File: src/rtl/am2940_pkg.sv
// Shared definitions for the am2940 transfer sequencer: opcodes, control-word layout, FSM states.
package am2940_pkg;

  localparam logic [2:0] OP_WR_CTRL = 3'b000;
  localparam logic [2:0] OP_RD_CTRL = 3'b001;
  localparam logic [2:0] OP_RD_WC   = 3'b010;
  localparam logic [2:0] OP_RD_AC   = 3'b011;
  localparam logic [2:0] OP_REINIT  = 3'b100;
  localparam logic [2:0] OP_LD_ADDR = 3'b101;
  localparam logic [2:0] OP_LD_WC   = 3'b110;
  localparam logic [2:0] OP_ENABLE  = 3'b111;

  localparam int CW_MODE_LSB = 0;
  localparam int CW_MODE_W   = 2;
  localparam int CW_DOWN_BIT = 2;

  typedef enum logic [2:0] {
    ST_IDLE    = 3'd0,
    ST_WR_CTRL = 3'd1,
    ST_LD_ADDR = 3'd2,
    ST_LD_WC   = 3'd3,
    ST_RUN     = 3'd4,
    ST_FINISH  = 3'd5
  } state_e;

  function automatic logic [2:0] ctrl_word(input logic down, input logic [CW_MODE_W-1:0] mode);
    logic [2:0] cw;
    cw = '0;
    cw[CW_DOWN_BIT] = down;
    cw[CW_MODE_LSB +: CW_MODE_W] = mode;
    return cw;
  endfunction

endpackage

File: src/rtl/am2940_beat_cnt.sv
// Remaining-beat counter plus per-beat ack timeout timer for the am2940 sequencer.
module am2940_beat_cnt #(
  parameter int DW      = 8,
  parameter int ACK_TMO = 15
) (
  input  logic          clk,
  input  logic          rstneg,
  input  logic          load,
  input  logic [DW-1:0] load_val,
  input  logic          dec,
  input  logic          wait_tick,
  output logic          last,
  output logic          gt1,
  output logic          zero,
  output logic          timeout
);

  localparam int CW = DW + 1;
  localparam int TW = $clog2(ACK_TMO + 1);
  localparam logic [TW-1:0] TMO_LOAD = TW'(ACK_TMO);

  logic [CW-1:0] cnt;
  logic [TW-1:0] tmr;

  // Timer counts down from ACK_TMO; it expires when it reaches zero without an ack.
  always_ff @(posedge clk or negedge rstneg) begin
    if (!rstneg) begin
      cnt <= '0;
      tmr <= TMO_LOAD;
    end else if (load) begin
      cnt <= (load_val == '0) ? (CW'(1) << DW) : {1'b0, load_val};
      tmr <= TMO_LOAD;
    end else if (dec) begin
      cnt <= cnt - CW'(1);
      tmr <= TMO_LOAD;
    end else if (wait_tick && (tmr != '0)) begin
      tmr <= tmr - TW'(1);
    end
  end

  assign last    = (cnt == CW'(1));
  assign gt1     = (cnt > CW'(1));
  assign zero    = (cnt == '0);
  assign timeout = (tmr == '0);

endmodule

File: src/rtl/am2940_dma_seq.sv
// Block-transfer sequencer: programs am2940 over its instruction bus, then steps it once per memory beat.
//   state    | meaning
//   IDLE     | waiting for a request, am2940 parked on RD_CTRL
//   WR_CTRL  | write direction/mode control word
//   LD_ADDR  | load start address
//   LD_WC    | load word count, arm beat counter
//   RUN      | issue memory beats, step am2940 on each ack
//   FINISH   | check am2940 done, report outcome
module am2940_dma_seq
  import am2940_pkg::*;
#(
  parameter int DW      = 8,
  parameter int ACK_TMO = 15
) (
  input  logic          clk,
  input  logic          rstneg,
  input  logic          req_valid,
  output logic          req_ready,
  input  logic [DW-1:0] req_addr,
  input  logic [DW-1:0] req_count,
  input  logic [1:0]    req_mode,
  input  logic          req_down,
  input  logic          abort,
  output logic [2:0]    instr,
  output logic [DW-1:0] dma_data,
  output logic          acineg,
  output logic          wcineg,
  input  logic          done,
  output logic          mem_req,
  input  logic          mem_ack,
  output logic          busy,
  output logic          xfer_done,
  output logic          xfer_err
);

  state_e        state, next_state;
  logic [DW-1:0] addr_q, count_q;
  logic [1:0]    mode_q;
  logic          down_q;
  logic          accept;
  logic          step, cnt_load, wait_tick;
  logic          cnt_last, cnt_gt1, cnt_zero, ack_tmo;

  assign accept = (state == ST_IDLE) && req_valid;

  always_ff @(posedge clk or negedge rstneg) begin
    if (!rstneg) begin
      state   <= ST_IDLE;
      addr_q  <= '0;
      count_q <= '0;
      mode_q  <= '0;
      down_q  <= 1'b0;
    end else begin
      state <= next_state;
      if (accept) begin
        addr_q  <= req_addr;
        count_q <= req_count;
        mode_q  <= req_mode;
        down_q  <= req_down;
      end
    end
  end

  am2940_beat_cnt #(
    .DW      (DW),
    .ACK_TMO (ACK_TMO)
  ) u_beat_cnt (
    .clk       (clk),
    .rstneg    (rstneg),
    .load      (cnt_load),
    .load_val  (count_q),
    .dec       (step),
    .wait_tick (wait_tick),
    .last      (cnt_last),
    .gt1       (cnt_gt1),
    .zero      (cnt_zero),
    .timeout   (ack_tmo)
  );

  always_comb begin
    next_state = state;
    instr      = OP_RD_CTRL;
    dma_data   = '0;
    mem_req    = 1'b0;
    step       = 1'b0;
    cnt_load   = 1'b0;
    wait_tick  = 1'b0;
    xfer_done  = 1'b0;
    xfer_err   = 1'b0;
    unique case (state)
      ST_IDLE: begin
        if (req_valid) next_state = ST_WR_CTRL;
      end
      ST_WR_CTRL: begin
        instr      = OP_WR_CTRL;
        dma_data   = {{(DW-3){1'b0}}, ctrl_word(down_q, mode_q)};
        next_state = ST_LD_ADDR;
      end
      ST_LD_ADDR: begin
        instr      = OP_LD_ADDR;
        dma_data   = addr_q;
        next_state = ST_LD_WC;
      end
      ST_LD_WC: begin
        instr      = OP_LD_WC;
        dma_data   = count_q;
        cnt_load   = 1'b1;
        next_state = ST_RUN;
      end
      ST_RUN: begin
        instr = OP_ENABLE;
        if (ack_tmo) begin
          xfer_err   = 1'b1;
          next_state = ST_IDLE;
        end else begin
          mem_req = 1'b1;
          // am2940 claiming done while more than one beat remains means the two disagree on length.
          if (done && cnt_gt1) begin
            xfer_err   = 1'b1;
            next_state = ST_IDLE;
          end else if (cnt_zero) begin
            next_state = ST_FINISH;
          end else if (mem_ack) begin
            step = 1'b1;
            if (cnt_last) next_state = ST_FINISH;
          end else begin
            wait_tick = 1'b1;
          end
        end
      end
      ST_FINISH: begin
        if (done) xfer_done = 1'b1;
        else      xfer_err  = 1'b1;
        next_state = ST_IDLE;
      end
      default: next_state = ST_IDLE;
    endcase

    if (abort && (state != ST_IDLE)) begin
      next_state = ST_IDLE;
      step       = 1'b0;
      cnt_load   = 1'b0;
      wait_tick  = 1'b0;
      xfer_done  = 1'b0;
      xfer_err   = 1'b1;
    end
  end

  // Count enables follow this cycle's ack so am2940 advances on the same edge that retires the beat.
  assign acineg    = ~step;
  assign wcineg    = ~step;
  assign req_ready = (state == ST_IDLE);
  assign busy      = (state != ST_IDLE);

endmodule

File: config.mk
export PLATFORM = sky130hd
export DESIGN_NAME = am2940_dma_seq
export DESIGN_NICKNAME = d
export VERILOG_FILES = /design/src/rtl/am2940_pkg.sv /design/src/rtl/am2940_beat_cnt.sv /design/src/rtl/am2940_dma_seq.sv
export SDC_FILE = /design/constraint.sdc
export NUM_CORES = 1
export LEC_CHECK = 0
export BUFFER_PORTS_ARGS = -buffer_cell sky130_fd_sc_hd__clkbuf_2
export CORE_ASPECT_RATIO = 0.75
export CORE_MARGIN = 2
export CORE_UTILIZATION = 54
export DETAILED_ROUTE_END_ITERATION = 8
export GPL_TIMING_DRIVEN = 0
export HOLD_SLACK_MARGIN = 0.02
export PLACE_DENSITY_LB_ADDON = 0.15
export SYNTH_ARGS = -nofsm -noshare
export SYNTH_HDL_FRONTEND = slang
export SYNTH_SLANG_ARGS = --single-unit
File: constraint.sdc
create_clock -name clk -period 3 [get_ports clk]
set_input_delay 0.6 -clock clk [delete_from_list [all_inputs] [get_ports clk]]
set_output_delay 0.6 -clock clk [all_outputs]
set_load 0.01 [all_outputs]
Word-level counts from Yosys, hierarchy flattened
Index checks and enable logic that the tools add are counted.

Register bits after elaboration: 35. Input port bits: 25. Output and inout bits: 18.

Add/sub/neg operators: 2. $lt $le $gt $ge: 1. Eq/ne operators: 9. Muxes and demuxes: 40. Bitwise operators: 1. Reduce and logical (&&, ||, !) cells: 13.

Operators with widths (count): 9-bit 2-to-1 mux (3); 8-bit one-hot mux with 3 select lines (1); 1-bit 2-to-1 mux (23); 3-bit 2-to-1 mux (7); 3-bit one-hot mux with 5 select lines (1); 4-bit 2-to-1 mux (3); 6-bit != test, second input constant (2); 3-bit one-hot mux with 4 select lines (1); 9-bit by 1-bit equality test with 1-bit output, second input constant (1); 9-bit by 1-bit greater-than comparator with 1-bit output, second input constant (1); 9-bit logical NOT (1); 9-bit by 1-bit subtractor with 9-bit output, second input constant (1); 8-bit logical NOT (1); 3-bit by 2-bit equality test with 1-bit output, second input constant (2); 3-bit equality test, second input constant (2); 3-bit nonzero test (2); 1-bit logical AND (4); 4-bit logical NOT (1); 4-bit nonzero test (1); 4-bit by 1-bit subtractor with 4-bit output, second input constant (1); 3-bit by 1-bit equality test with 1-bit output, second input constant (1); 3-bit logical NOT (1); 3-bit by 2-bit != test with 1-bit output, second input constant (1); 3-bit AND reduction (1); other kinds (3) (3).

Logic depth before layout (Yosys ltp)
Depth in word-level cells: 10. Mapped depth: 8.

By module
From an unflattened synthesis, not the netlist that was laid out.

Cell total of the unflattened synthesis: 192. Area, all modules: 1991.9 sq um.

By module, submodules not included: am2940_dma_seq (instances 1, cells each 105, area an instance 1227.4 sq um, sequential area each 550.5 sq um); am2940_beat_cnt (instances 1, cells each 87, area an instance 764.5 sq um, sequential area each 330.3 sq um).

Least setup slack after synthesis
OpenSTA, ideal clock, no wires.

Path type: register to output. Start: reg u_beat_cnt.cnt[5]. End: out wcineg. Data arrival time: 1.850 ns. Slack: 0.550 ns. Cell stages (with the launch flop): 6. Buffers on the path: 1. Cell sequence: dfrtp_1 -> or4_4 -> o31a_1 -> nor3_4 -> inv_4 -> buf_4.

Word-level cells in the longest chain between the ends: 7. Elaborated cells between the ends (all ways): 9. Those cells by class: 1 x order compare; 5 x mux; 1 x bitwise; 2 x reduce/logical.

Ends and longest elaborated chain: start, declared (RTL line am2940_beat_cnt.sv:22) `logic [CW-1:0] cnt;`; start signal, assigned (RTL line am2940_beat_cnt.sv:31) `cnt <= (load_val == '0) ? (CW'(1) << DW) : {1'b0, load_val};`; start signal, assigned (RTL line am2940_beat_cnt.sv:34) `cnt <= cnt - CW'(1);`; 9-bit by 1-bit greater-than comparator with 1-bit output / 9-bit logical NOT (equally long branches) (RTL line am2940_beat_cnt.sv:42, am2940_beat_cnt.sv:43); 1-bit logical AND / 1-bit 2-to-1 mux (equally long branches) (RTL line am2940_dma_seq.sv:118, am2940_dma_seq.sv:121); 1-bit 2-to-1 mux (*) (RTL line am2940_dma_seq.sv:118) `if (done && cnt_gt1) begin`; 1-bit 2-to-1 mux (*) (RTL line am2940_dma_seq.sv:112) `if (ack_tmo) begin`; 1-bit 2-to-1 mux (*) (RTL line am2940_dma_seq.sv:90) `unique case (state)`; 1-bit 2-to-1 mux (*) (RTL line am2940_dma_seq.sv:139) `if (abort && (state != ST_IDLE)) begin`; 1-bit NOT (*); end, declared (RTL line am2940_dma_seq.sv:27) `output logic wcineg,`.

Mark *: on every way between the ends. The rest lies on a longest branch, timed or not.

Worst setup path after layout
Start: reg u_beat_cnt.cnt[8]. End: out xfer_err.

Word-level cells in the longest chain between the ends: 6.

Ends and longest elaborated chain: 9-bit by 1-bit greater-than comparator with 1-bit output (RTL line am2940_beat_cnt.sv:42) `assign gt1 = (cnt > CW'(1));`; 1-bit logical AND (RTL line am2940_dma_seq.sv:118); 1-bit 2-to-1 mux (RTL line am2940_dma_seq.sv:118); 1-bit 2-to-1 mux (RTL line am2940_dma_seq.sv:112); 1-bit one-hot mux with 2 select lines (RTL line am2940_dma_seq.sv:90); 1-bit 2-to-1 mux (RTL line am2940_dma_seq.sv:139); end, declared (RTL line am2940_dma_seq.sv:33) `output logic xfer_err`.

Every way passes these cells.

==> results.ini <==
[logic_synthesis]
synth.most_common_cell=sky130_fd_sc_hd__dfrtp_1
post-synth-top-area-cell=sky130_fd_sc_hd__dfrtp_1
sequential_area_share_after_synthesis_pct=44.81
synth.distinct_cells=48
synth_area_leaders=sky130_fd_sc_hd__dfrtp_1 39%, sky130_fd_sc_hd__mux2_2 13%, sky130_fd_sc_hd__dfstp_2 5.3%
yosys_register_bits=35
synthXorXnorAreaFrac_pct=1.337
synth_simple_gate_area_share_pct=19.16
synthesized_area_fraction_occupied_by_ao_oa_aoi_and_oai_cells_pct=12.03
synth.net_count=220
synth-adder-area-share_pct=2.546
post-synth-top-area-fraction_pct=39.47
synth-edff-count=0
mux_cell_area_share_after_synthesis_pct=15.72
number_of_warnings_printed_during_yosys_synthesis=0
largest_family_of_logic_cells_by_synthesized_area=simple AND/OR/NAND/NOR gates
synth.top_cells.by_count=31 x sky130_fd_sc_hd__dfrtp_1, 23 x sky130_fd_sc_hd__mux2_2, 16 x sky130_fd_sc_hd__nor2_1, 11 x sky130_fd_sc_hd__inv_1, 9 x sky130_fd_sc_hd__nand2_1
post_synth.cell_area_avg_um2=10.29
netlist_instances=191
synth_flop_cell=sky130_fd_sc_hd__dfrtp_1
async_flop_share_pct=100.0
syn-cell-area_um2=1966

[pwr]
ir_worst_vdd_mv=0.5198
design_power_total_w=0.002322
power_leakage_nw=1.065
power.density_cell_area_nw_per_um2=987.1

[cells_and_area]
sequential_cell_area_um2=882.1
antenna_cells_inserted=0
multiInputGateArea_um2=998.5
utilization_pct=69.63
drive_above_1_share_pct=35.95
n_fill_cell=269
nNetsFinal=270
area_growth_syn_to_layout_pct=19.67

[cts]
worst_setup_hold_path_clk_slew_ps=70
cts_tree=yes
htree_levels=2
clock-sinks=35
clk-insertion-delay-late_ps=290
cts-root-to-sink-buffers=2
cts-root-buf=sky130_fd_sc_hd__clkbuf_8
cts-hold-fix-buffers=0
cts-buffers-inserted=5

[status]
run_status=completed

[route]
routed_wire_length_per_instance_um=15.89
detailroute.via_count=1641
drc_errors=0
met3WireLength_um=286
detail_route.first_pass.iterations=4
wl_mm=4.481
highest_layer=met4
drt-vias-per-instance=5.819
ant_nets=0
wirelength_met1_mm=2.193
iteration_0_drc_count_of_the_detailed_router=119
met2RoutedLength_mm=1.967

[die]
die-area_um2=4144
initial_core_util_pct=58.19
die_height_um=56.25
core_region_area_um2=3378
ioPinCount=43
chipWidth_um=73.67
core.rowCount=18

[place]
detailedPlace.worstSlack_ps=265.8
placement.io_buffers=42
finalWeightedCongestion=0.8767
dp_hpwl_mm=3.258

[timing]
max_slew_headroom_pct=41.28
worst_clock_skew_ps=6.714
fmax_ghz=0.3453
setup_slack_ps=103.8
fin_crit_sh_pct=96.54
setup_violations=0
timing_max_transition_violations_final=0
final.min_clock_period_ps=2896
timing.setup.tns_ps=0
worst_pin_slew_ps=880.8
hold_violations=0
grt_setup_unrepaired=no
min_hold_slack_ps=419.0

[global_route]
grt_remaining_overflow=0
global_route_wire_length_before_repair_mm=7.196
largest_net_degree_at_the_start_of_global_routing=36
antenna_found_initial=0
grtUsageTotal_pct=23.09
first_global_vias=1422

[setup_path]
criticalPathCategory=reg2out
kind_of_cell_adding_the_most_delay_to_the_critical_path=simple AND/OR/NAND/NOR gates
worst_path_max_delay_cell=sky130_fd_sc_hd__or4_4
worstPathBufferInverterCount=1
end_kind=output pin
critical_path.max_stage_delay_ps=570
cp-start-kind=flip-flop
arrival_ps=2300
critical_path_peak_fanout=4
required_ps=2400
path_cells=or4_4 > o31a_1 > or2_2 > o211ai_1 > nand2_1 > clkbuf_2

[job]
drv_cap=0

[hold_path]
worst_hold_path_class=in2async

-- cell type report --
type                       count  area share [%]
timing repair buffer          43           9.255
sequential                    35           37.50
inverter                      12           2.021
multi-input combinational    135           42.45
buffer                         9           1.649
clock inverter                 2           1.489
clock buffer                   6           3.511
tap                           40           2.128
-- what timing repair did --
action | CTS | global route
hold endpoints to repair | 0 | 0
pin swaps | 1 | 3
gates resized for setup | 0 | 1
setup buffers | 1 | 0
endpoints found under the setup margin | 1 | 2
-- where the power goes --
| part | internal [W] | switching (W) | leakage (nW) | total [W] |
|---|---|---|---|---|
| Combinational | 0.000466 | 0.000488 | 0.599 | 0.000953 |
| Sequential | 0.000721 | 0.000206 | 0.405 | 0.000927 |
| Clock | 0.000269 | 0.000173 | 0.0612 | 0.000442 |
-- layer usage --
metal,vias to the layer above,track usage (%)
met5,-,0
met4,0,5.455
met3,6,7.361
met2,59,31.76
met1,779,35.14
li1,797,-
-- worst paths after layout --
check / startpoint / cells past startpoint / end / slack, ps
setup / recovery: u_beat_cnt.cnt[8] / 6 / xfer_err / 100
hold / removal: rstneg / 1 / u_beat_cnt.cnt[7] / 420
hold reg to reg: addr_q[5] / 1 / addr_q[5] / 510
max in group asynchronous: rstneg / 1 / u_beat_cnt.cnt[5] / 1990
min in group clk: addr_q[5] / 1 / addr_q[5] / 510
setup reg to reg: state[0] / 7 / u_beat_cnt.cnt[6] / 480
-- registers in the layout, summed over array words and instances (netlist names) --
name,count
addr_q,8
count_q,8
down_q,1
mode_q,2
state,3
u_beat_cnt.cnt,9
u_beat_cnt.tmr,4
-- logic make-up (layout without fill, tap and decap cells) --
family                     count (synthesis)  in the layout
AOI/OAI and AO/OA                         33             33
xor gates and xnor gates                   3              3
adders and majority gates                  4              4
buffers and inverters                     21             72
DFF                                       35             35
muxes                                     28             28
and+or+nand+nor                           67             67
-- cell usage in the layout (no fill, tap or decap), types with 2 or more instances in the layout --
master / count
sky130_fd_sc_hd__inv_1: 11
sky130_fd_sc_hd__nor4_1: 4
sky130_fd_sc_hd__nor3b_1: 4
sky130_fd_sc_hd__xnor2_1: 3
sky130_fd_sc_hd__o21ai_0: 4
sky130_fd_sc_hd__a21oi_1: 5
sky130_fd_sc_hd__a211oi_1: 3
sky130_fd_sc_hd__nand2b_1: 3
sky130_fd_sc_hd__nor3_1: 7
sky130_fd_sc_hd__buf_4: 2
sky130_fd_sc_hd__dfrtp_1: 30
sky130_fd_sc_hd__o22ai_1: 2
sky130_fd_sc_hd__or3_1: 7
sky130_fd_sc_hd__or3b_1: 3
sky130_fd_sc_hd__dfstp_2: 4
sky130_fd_sc_hd__mux2i_1: 5
sky130_fd_sc_hd__clkbuf_8: 6
sky130_fd_sc_hd__mux2_2: 23
sky130_fd_sc_hd__clkbuf_1: 6
sky130_fd_sc_hd__nand2_1: 9
sky130_fd_sc_hd__and3_1: 2
sky130_fd_sc_hd__o31ai_1: 2
sky130_fd_sc_hd__clkbuf_2: 42
sky130_fd_sc_hd__a22oi_1: 3
sky130_fd_sc_hd__nand3_1: 4
sky130_fd_sc_hd__o211ai_1: 2
sky130_fd_sc_hd__nor2_1: 16
sky130_fd_sc_hd__ha_1: 4
sky130_fd_sc_hd__a221oi_1: 2
-- through the flow --
stage                     std cells  instance area [µm²]
final                           282                 2352
after global routing            282                 2352
after CTS                       282                 2351
after detailed placement        273                 2226
after global placement          273                 2226
after floorplan                 191                 1966
-- worst reg2reg max path: stages (launching register included) --
cell                       delay (ps)
sky130_fd_sc_hd__dfrtp_1          350
sky130_fd_sc_hd__buf_2            180
sky130_fd_sc_hd__or3b_1           430
sky130_fd_sc_hd__or3b_1           440
sky130_fd_sc_hd__nor3_4           220
sky130_fd_sc_hd__buf_4            210
sky130_fd_sc_hd__mux2_2           340
sky130_fd_sc_hd__a211oi_1         250
Note: power is estimated with default switching activity, not from simulation.
